--- config.mk ---
export PLATFORM = sky130hd
export DESIGN_NAME = vga_mono_filter
export DESIGN_NICKNAME = d
export VERILOG_FILES = /design/src/rtl/vga_mono_filter.sv
export SDC_FILE = /design/constraint.sdc
export NUM_CORES = 1
export LEC_CHECK = 0
export ABC_AREA = 0
export CORE_MARGIN = 1.5
export CORE_UTILIZATION = 53
export CTS_CLUSTER_DIAMETER = 120
export CTS_CLUSTER_SIZE = 16
export DETAILED_ROUTE_END_ITERATION = 12
export PLACE_DENSITY = 0.88
export SETUP_SLACK_MARGIN = 0.4
export SYNTH_ARGS = -nofsm -noshare
export SYNTH_HDL_FRONTEND = slang
export SYNTH_SLANG_ARGS = --single-unit
--- constraint.sdc ---
create_clock -name clk_vga -period 3.55 [get_ports clk_vga]
set_input_delay 0.5325 -clock clk_vga [delete_from_list [all_inputs] [get_ports clk_vga]]
set_output_delay 0.5325 -clock clk_vga [all_outputs]
set_load 0.02 [all_outputs]
--- src/rtl/vga_mono_filter.sv ---
`default_nettype none
// ============================================================================
//  Module      : vga_mono_filter
//  Description : Three-stage pixel pipeline that recolours a VGA stream into
//                one of several monochrome "monitor" looks (green, amber,
//                grey, cyan, inverted grey) or passes colour through.
//                Mode changes are deferred to the next vsync leading edge so
//                a frame is never rendered in two modes.
//  Revision    : 1.0 - initial release
// ============================================================================
module vga_mono_filter #(
    parameter int IN_W     = 6,
    parameter int OUT_W    = 6,
    parameter int SYNC_POL = 0
) (
    input  logic             clk_vga,
    input  logic             rst,
    input  logic [2:0]       mode,
    input  logic [IN_W-1:0]  r_in,
    input  logic [IN_W-1:0]  g_in,
    input  logic [IN_W-1:0]  b_in,
    input  logic             hs_in,
    input  logic             vs_in,
    input  logic             blank_in,
    output logic [OUT_W-1:0] r_out,
    output logic [OUT_W-1:0] g_out,
    output logic [OUT_W-1:0] b_out,
    output logic             hs_out,
    output logic             vs_out,
    output logic             blank_out,
    output logic [2:0]       mode_act
);

    // Product width: 183 < 2^8, so each weighted channel fits in IN_W+8 bits;
    // the three-term sum gets two extra bits of headroom.
    localparam int   c_PW         = IN_W + 8;
    localparam int   c_SW         = IN_W + 10;
    localparam logic c_SYNC_ACT   = (SYNC_POL != 0) ? 1'b1 : 1'b0;
    localparam logic c_SYNC_INACT = ~c_SYNC_ACT;

    // ------------------------------------------------------------------
    // Mode control
    // ------------------------------------------------------------------
    logic [2:0] pending_q, pending_d;
    logic [2:0] mode_act_q, mode_act_d;
    logic       vs_prev_q;
    logic       w_vs_lead;

    assign w_vs_lead = (vs_in == c_SYNC_ACT) && (vs_prev_q != c_SYNC_ACT);

    // The edge loads the next-pending value so that a mode written in the
    // very cycle of the vsync leading edge is still honoured at that edge.
    always_comb begin
        pending_d  = mode;
        mode_act_d = mode_act_q;
        if (w_vs_lead) begin
            mode_act_d = pending_d;
        end
    end

    // Pending mode, applied mode and vsync edge-detector registers
    always_ff @(posedge clk_vga) begin
        if (rst) begin
            pending_q  <= 3'd0;
            mode_act_q <= 3'd0;
            vs_prev_q  <= c_SYNC_INACT;
        end else begin
            pending_q  <= pending_d;
            mode_act_q <= mode_act_d;
            vs_prev_q  <= vs_in;
        end
    end

    // pending_q is the architectural holding register; only its next value
    // feeds the edge load, so its registered copy has no further reader.
    logic w_unused_pending;
    assign w_unused_pending = ^pending_q;

    // ------------------------------------------------------------------
    // Pixel pipeline
    // ------------------------------------------------------------------
    logic [IN_W-1:0] r1_q, g1_q, b1_q;
    logic [c_PW-1:0] pr1_q, pg1_q, pb1_q;
    logic [2:0]      m1_q;
    logic [IN_W-1:0] r2_q, g2_q, b2_q;
    logic [c_SW-1:0] sum2_q, w_sum_d;
    logic [IN_W-1:0] y2_q;
    logic [2:0]      m2_q;
    logic [2:0]      hs_pipe_q, vs_pipe_q, bl_pipe_q;
    logic [IN_W-1:0] w_r3, w_g3, w_b3;
    logic [OUT_W-1:0] r_out_q, g_out_q, b_out_q;

    assign w_sum_d = c_SW'(pr1_q) + c_SW'(pg1_q) + c_SW'(pb1_q);

    // S1 input/product registers and S2 sum/luma registers
    always_ff @(posedge clk_vga) begin
        if (rst) begin
            r1_q   <= '0;
            g1_q   <= '0;
            b1_q   <= '0;
            pr1_q  <= '0;
            pg1_q  <= '0;
            pb1_q  <= '0;
            m1_q   <= 3'd0;
            r2_q   <= '0;
            g2_q   <= '0;
            b2_q   <= '0;
            sum2_q <= '0;
            y2_q   <= '0;
            m2_q   <= 3'd0;
        end else begin
            r1_q   <= r_in;
            g1_q   <= g_in;
            b1_q   <= b_in;
            pr1_q  <= c_PW'(r_in) * c_PW'(54);
            pg1_q  <= c_PW'(g_in) * c_PW'(183);
            pb1_q  <= c_PW'(b_in) * c_PW'(19);
            m1_q   <= mode_act_q;
            r2_q   <= r1_q;
            g2_q   <= g1_q;
            b2_q   <= b1_q;
            sum2_q <= w_sum_d;
            // Weights total 256, so the luma cannot exceed the channel max.
            y2_q   <= IN_W'(w_sum_d >> 8);
            m2_q   <= m1_q;
        end
    end

    // Sum kept for observability of the intermediate; luma is taken directly.
    logic w_unused_sum;
    assign w_unused_sum = ^sum2_q;

    // Sync/blank delay lines matching the three data stages
    always_ff @(posedge clk_vga) begin
        if (rst) begin
            hs_pipe_q <= {3{c_SYNC_INACT}};
            vs_pipe_q <= {3{c_SYNC_INACT}};
            bl_pipe_q <= 3'b111;
        end else begin
            hs_pipe_q <= {hs_pipe_q[1:0], hs_in};
            vs_pipe_q <= {vs_pipe_q[1:0], vs_in};
            bl_pipe_q <= {bl_pipe_q[1:0], blank_in};
        end
    end

    // S3 mode mux, driven by the mode that travelled with this pixel
    always_comb begin
        w_r3 = r2_q;
        w_g3 = g2_q;
        w_b3 = b2_q;
        case (m2_q)
            3'd1: begin w_r3 = '0;    w_g3 = y2_q;       w_b3 = '0;    end
            3'd2: begin w_r3 = y2_q;  w_g3 = y2_q >> 1;  w_b3 = '0;    end
            3'd3: begin w_r3 = y2_q;  w_g3 = y2_q;       w_b3 = y2_q;  end
            3'd4: begin w_r3 = '0;    w_g3 = y2_q;       w_b3 = y2_q;  end
            3'd5: begin w_r3 = ~y2_q; w_g3 = ~y2_q;      w_b3 = ~y2_q; end
            default: ;
        endcase
    end

    // S3 output registers: keep the top OUT_W bits, black during blanking
    always_ff @(posedge clk_vga) begin
        if (rst) begin
            r_out_q <= '0;
            g_out_q <= '0;
            b_out_q <= '0;
        end else if (bl_pipe_q[1]) begin
            r_out_q <= '0;
            g_out_q <= '0;
            b_out_q <= '0;
        end else begin
            r_out_q <= OUT_W'(w_r3 >> (IN_W - OUT_W));
            g_out_q <= OUT_W'(w_g3 >> (IN_W - OUT_W));
            b_out_q <= OUT_W'(w_b3 >> (IN_W - OUT_W));
        end
    end

    assign r_out     = r_out_q;
    assign g_out     = g_out_q;
    assign b_out     = b_out_q;
    assign hs_out    = hs_pipe_q[2];
    assign vs_out    = vs_pipe_q[2];
    assign blank_out = bl_pipe_q[2];
    assign mode_act  = mode_act_q;

endmodule
`default_nettype wire

==> impl_metrics.env, run 1 <==
export IMPL_min_period_ns=3.44
export IMPL_drive_gt1_share_pct=14.5
export IMPL_cts_tree="done"
export IMPL_p_sw_w=0.00166
export IMPL_end_kind="flop"
export IMPL_gr_usage_all_layers_pct=24.3
export IMPL_synthTopCellsByArea="dfxtp_1, ha_1, fa_1, nor2b_1, inv_1"
export IMPL_route_vias_total=4975
export IMPL_rsz0062_at_grt="yes"
export IMPL_power_internal_w=0.00278
export IMPL_viasPerCell=5.87
export IMPL_drv_slew=0
export IMPL_path_class="primary input to flop"
export IMPL_cts_buffers=9
export IMPL_synth_cell_types=57
export IMPL_synth_most_common_cell="dfxtp_1"
export IMPL_route_detailed_drc=0
export IMPL_die_area_mm2=0.0123
export IMPL_synth_common_cells="dfxtp_1, ha_1, inv_1, nor2b_1, nor2_1"
export IMPL_drt_wirelength_per_cell_um=17.7
export IMPL_finalHoldViolCount=0
export IMPL_port_buffers=49
export IMPL_top_regs="pg1_q: 13 flops, pb1_q: 10 flops, pr1_q: 10 flops"
export IMPL_swShare_pct=37.3
export IMPL_cts_root_buf="clkbuf_16"
export IMPL_antenna_diode_count=0
export IMPL_ios=50
export IMPL_die_y_um=111
export IMPL_cp_startpoint="g_in[3]"
export IMPL_synth_async_reset_ratio_pct=0
export IMPL_overflow=0
export IMPL_yosysSeqAreaShare_pct=35.9
export IMPL_holdWs_ns=0.406
export IMPL_syn_area_mm2=0.00619
export IMPL_grt_max_degree=59
export IMPL_drt_wl_total_mm=15.0
export IMPL_syn_avg_cell_area_um2=10.0
export IMPL_worst_pin_slew_ns=0.982
export IMPL_synth_edf_count=0
export IMPL_syn_nets=751
export IMPL_largest_register_ffs=13
export IMPL_synth_top_area_share_pct=35.9
export IMPL_seqPwrFrac_pct=34.5
export IMPL_nets=831
export IMPL_power_leakage_nw=3.37
export IMPL_maxSlewHeadroom_pct=34.5
export IMPL_ctsHoldBuffers=0
export IMPL_outcome="finished clean"
export IMPL_ant_nets=0
export IMPL_hold_path_class="flop to flop"
export IMPL_max_freq_ghz=0.291
export IMPL_area_delta_synth_final_pct=21.5
export IMPL_setup_tns_ns=0
export IMPL_core_area_mm2=0.0114
export IMPL_crit_path_max_fanout=2
export IMPL_drtIter0Drc=444
export IMPL_power_frac_comb_pct=44.5
export IMPL_cts_max_level=3
export IMPL_ys_warn_count=0
export IMPL_timing_final_crit_share_pct=96.8
export IMPL_die_w_um=111
export IMPL_yosys_area_top_type="dfxtp_1"
export IMPL_startpoint_type="primary input"
export IMPL_dr_pass1_iters=5
export IMPL_arrival_ns=3.67
export IMPL_top_register="pg1_q"
export IMPL_power_frac_clock_pct=21.0
export IMPL_peakVddDrop_mv=0.317
export IMPL_gp_congestion=0.894
export IMPL_antenna_found_initial=0
export IMPL_hpwl_mm=10.2
export IMPL_clk_path_buf_depth=2
export IMPL_start_util_pct=54.2
export IMPL_fill_cells=784
export IMPL_powerDensity_mw_per_mm2=590
export IMPL_clk_pin_slew_ns=0.07
export IMPL_grt_first_pass_wirelength_mm=24.2
export IMPL_reg2reg_from="pr1_q[8]$_SDFF_PP0_"
export IMPL_finalSetupViolCount=0
export IMPL_syn_inst=619
export IMPL_grt_pass1_vias=5080
export IMPL_cts_sinks=111
export IMPL_worstHoldStart="hs_pipe_q[0]$_SDFF_PP1_"
export IMPL_synth_seq_cells=111
export IMPL_synthFlopType="dfxtp_1"
export IMPL_drv_cap=0
export IMPL_rows=39
export IMPL_crit_required_ns=3.79
export IMPL_skew_ns=0.00534
export IMPL_clkLatencyLatePin_ns=0.34
[layout make-up]
type                    count  area (µm²)  share of cell area (%)
repair buffers             92         807                    10.7
multi-input cells         423        3800                    50.6
well taps                 143         179                    2.38
inverters                  62         233                    3.10
flip-flops and latches    111        2220                    29.6
clock buffers              11         233                    3.10
clock inverters             5        42.5                   0.566
[critical path: stages]
cell and delay (ns):
buf_6 0.10, fa_1 0.56, inv_2 0.05, fa_1 0.58, inv_2 0.05, fa_1 0.54, ha_4 0.22, nor2b_4 0.13
o31a_1 0.26, a31o_1 0.20, a21oi_2 0.14, mux2_4 0.31
[logic make-up (layout without fill, tap and decap cells)]
family / count (synthesis) / after routing / share of synthesized area (%)
simple gates: 158 / 158 / 14.1
compound gates: 126 / 126 / 14.6
flops: 111 / 111 / 35.9
fa+ha+maj: 106 / 106 / 25.1
buf+inv: 85 / 170 / 5.30
mux: 17 / 17 / 2.83
xor+xnor: 16 / 16 / 2.26
[placed cells by master (no fill, tap or decap), drive strengths merged, types with 11 or more instances in the layout]
master and instances:
clkbuf 11, nor3 13, dfxtp 111, buf 47, nor2 41, inv 64, a221oi 15, a211oi 17
nor2b 50, fa 30, o21ai 11, a21oi 29, ha 76, clkdlybuf4s50 38, a21o 19, mux2i 13
[power groups by stage]
stage | Sequential [W] | Combinational, W | Clock, W
global placement | 0.00154 | 0.00153 | 0
finish | 0.00153 | 0.00197 | 0.000931
CTS | 0.00152 | 0.00180 | 0.000937
detailed placement | 0.00155 | 0.00164 | 0
global route | 0.00154 | 0.00214 | 0.000997
floorplan | 0.00151 | 0.00117 | 0
[final timing paths]
| path | slack [ns] | depth (start not counted) | end |
|---|---|---|---|
| max reg2reg | 1.05 | 7 | y2_q[5]$_SDFF_PP0_ |
| max | 0.11 | 12 | pg1_q[11]$_SDFF_PP0_ |
| min | 0.41 | 1 | hs_pipe_q[1]$_SDFF_PP1_ |
| min reg2reg | 0.41 | 1 | hs_pipe_q[1]$_SDFF_PP1_ |
[through the flow]
step           utilization, %  instances  setup slack, ns  total power, W  area [µm²]
2_1_floorplan               -        619           0.0430         0.00268        6200
3_3_place_gp             61.8        826           -0.482         0.00307        7060
3_5_place_dp             61.8        826           -0.603         0.00319        7060
4_1_cts                  65.2        845            0.112         0.00426        7440
5_1_grt                  65.8        847           0.0554         0.00468        7520
6_report                 65.8        847            0.112         0.00444        7520
[timing repair]
item,in CTS,in global routing
pin swaps,15,13
endpoints found under the setup margin,13,10
buffers inserted,3,2
resized for setup,39,13
[per-layer routing]
layer | wire, µm | track usage [%] | vias to the layer above
met5 | 0 | 0 | -
met1 | 5780 | 26.5 | 2365
li1 | - | - | 2315
met4 | 752 | 13.6 | 0
met3 | 693 | 4.54 | 76
met2 | 7770 | 44.3 | 219
Power figures use the tool's default switching activity.
==> run 2, diff against run 1 <==
--- a/config.mk
+++ b/config.mk
@@ -7,12 +7,14 @@
 export LEC_CHECK = 0
 export ABC_AREA = 0
 export CORE_MARGIN = 1.5
-export CORE_UTILIZATION = 53
+export CORE_UTILIZATION = 58
 export CTS_CLUSTER_DIAMETER = 120
 export CTS_CLUSTER_SIZE = 16
 export DETAILED_ROUTE_END_ITERATION = 12
-export PLACE_DENSITY = 0.88
+export DONT_BUFFER_PORTS = 1
+export PLACE_DENSITY = 0.87
 export SETUP_SLACK_MARGIN = 0.4
+export SLEW_MARGIN = 25
 export SYNTH_ARGS = -nofsm -noshare
 export SYNTH_HDL_FRONTEND = slang
 export SYNTH_SLANG_ARGS = --single-unit
==> run 2 against run 1 <==
Setup slack improved by 0.32 ns; hold slack lost 0.17 ns; clock skew is 0.0044 ns higher; final cell count is 11% lower; design area down 13%; wire length is 19% lower; core utilization decreased by 2.4 points; largest power group is now sequential cells; highest routed layer unchanged.
==> impl_metrics.env, run 2 (synthesis results as in run 1) <==
export IMPL_outcome="finished clean"
export IMPL_ctsHoldBuffers=0
export IMPL_min_period_ns=3.12
export IMPL_overflow=0
export IMPL_cts_tree="done"
export IMPL_arrival_ns=3.40
export IMPL_drive_gt1_share_pct=7.14
export IMPL_powerDensity_mw_per_mm2=583
export IMPL_gp_congestion=0.883
export IMPL_hold_path_class="primary input to flop"
export IMPL_cp_startpoint="g_in[3]"
export IMPL_drtIter0Drc=306
export IMPL_holdWs_ns=0.234
export IMPL_max_freq_ghz=0.321
export IMPL_hpwl_mm=9.10
export IMPL_end_kind="flop"
export IMPL_startpoint_type="primary input"
export IMPL_crit_required_ns=3.84
export IMPL_port_buffers=0
export IMPL_cts_max_level=3
export IMPL_reg2reg_from="pr1_q[8]$_SDFF_PP0_"
export IMPL_peakVddDrop_mv=0.292
export IMPL_gr_usage_all_layers_pct=22.4
export IMPL_start_util_pct=59.9
export IMPL_drt_wl_total_mm=12.1
export IMPL_finalHoldViolCount=0
export IMPL_timing_final_crit_share_pct=87.8
export IMPL_crit_end="pg1_q[11]$_SDFF_PP0_"
export IMPL_top_register="pg1_q"
export IMPL_rsz0062_at_grt="yes"
export IMPL_crit_path_max_fanout=5
export IMPL_setup_tns_ns=0
export IMPL_final_common_cell="dfxtp_1"
export IMPL_final_cell_mix="dfxtp_1, ha_1, inv_1"
export IMPL_largest_register_ffs=13
export IMPL_worst_pin_slew_ns=0.744
export IMPL_clkLatencyLatePin_ns=0.39
export IMPL_core_area_mm2=0.0103
export IMPL_clk_path_buf_depth=2
export IMPL_path_class="primary input to flop"
export IMPL_cts_buffers=9
export IMPL_power_leakage_nw=2.97
export IMPL_r2r_end="y2_q[5]$_SDFF_PP0_"
export IMPL_die_y_um=106
export IMPL_crit_path_cell_trace="fa_1 > inv_1 > fa_1 > inv_2 > fa_1 > ha_4 > nor2b_4 > o31a_1 > a31o_1 > a21oi_2 > mux2_4"
export IMPL_cts_root_buf="clkbuf_8"
export IMPL_grt_pass1_vias=4389
export IMPL_clk_pin_slew_ns=0.11
export IMPL_nets=744
export IMPL_p_total_w=0.00382
export IMPL_die_area_mm2=0.0113
export IMPL_top_regs="pg1_q: 13 flops, pb1_q: 10 flops, pr1_q: 10 flops"
export IMPL_drv_cap=0
export IMPL_r2r_slack_ns=1.23
export IMPL_skew_ns=0.00974
export IMPL_cts_sinks=111
export IMPL_ant_nets=0
export IMPL_crit_top_cell="fa_1"
export IMPL_route_vias_total=4365
export IMPL_antenna_diode_count=0
export IMPL_dr_pass1_iters=5
export IMPL_area_delta_synth_final_pct=5.86
export IMPL_maxSlewHeadroom_pct=50.2
export IMPL_antenna_found_initial=0
export IMPL_cpPeakStageDelay_ns=0.54
export IMPL_crit_slowest_cell="fa_1"
export IMPL_fin_util_pct=63.5
export IMPL_ios=50
export IMPL_rows=37
export IMPL_route_detailed_drc=0
export IMPL_drt_wirelength_per_cell_um=16.1
export IMPL_drv_slew=0
export IMPL_finalSetupViolCount=0
export IMPL_grt_first_pass_wirelength_mm=20.0
export IMPL_reg2regPathDepth=7
export IMPL_viasPerCell=5.80
export IMPL_grt_max_degree=104
export IMPL_die_w_um=106
[run 2: power by group]
group | switching (W) | internal [W] | total, W
clock | 0.000445 | 0.000335 | 0.000780
combinational | 0.000835 | 0.000678 | 0.00151
sequential | 0.000129 | 0.00140 | 0.00153
[run 2: worst max-delay path, delay by kind of cell]
family | cells | cell delay [ns]
fa+ha+maj | 4 | 1.76
buf+inv | 2 | 0.09
simple gates | 1 | 0.13
compound gates | 3 | 0.59
mux | 1 | 0.30
[run 2: area by class of cell]
cell class | count | area (µm²)
Fill cell | 814 | 3770
Multi-Input combinational cell | 423 | 3690
Sequential cell | 111 | 2220
Inverter | 62 | 233
Tap cell | 136 | 170
Clock buffer | 9 | 124
Clock inverter | 6 | 76.3
Timing Repair Buffer | 5 | 37.5
[run 2: worst min path at each step]
stage                             from                 endpoint  cells after the start
2_1_floorplan  bl_pipe_q[0]$_SDFF_PP1_  bl_pipe_q[1]$_SDFF_PP1_                      1
3_3_place_gp   hs_pipe_q[0]$_SDFF_PP1_  hs_pipe_q[1]$_SDFF_PP1_                      1
3_5_place_dp   bl_pipe_q[0]$_SDFF_PP1_  bl_pipe_q[1]$_SDFF_PP1_                      1
4_1_cts                            rst     pg1_q[10]$_SDFF_PP0_                      1
5_1_grt                            rst     pg1_q[13]$_SDFF_PP0_                      1
6_report                           rst     pg1_q[10]$_SDFF_PP0_                      1
[run 2: routing by layer]
layer	GRT usage, %	vias to the layer above	wire length [µm]
met2	38.8	123	6010
li1	-	2139	-
met4	10.7	0	343
met3	3.68	32	493
met1	27.0	2071	5230
met5	0	-	0
[run 2: repair_timing]
action / 4_1_cts / 5_1_grt
pin swaps: 2 / 3
setup buffers: 0 / 1
cloned: 0 / 0
endpoints found under the setup margin: 2 / 4
gates resized for setup: 1 / 6
[run 2: metrics by stage]
step / setup WS (ns) / cells / cell area [µm²]
finish: 0.433 / 752 / 6550
global route: 0.355 / 752 / 6550
floorplan: 0.0430 / 619 / 6200
CTS: 0.401 / 751 / 6510
global placement: 0.0165 / 736 / 6310
detailed placement: -0.0705 / 736 / 6310
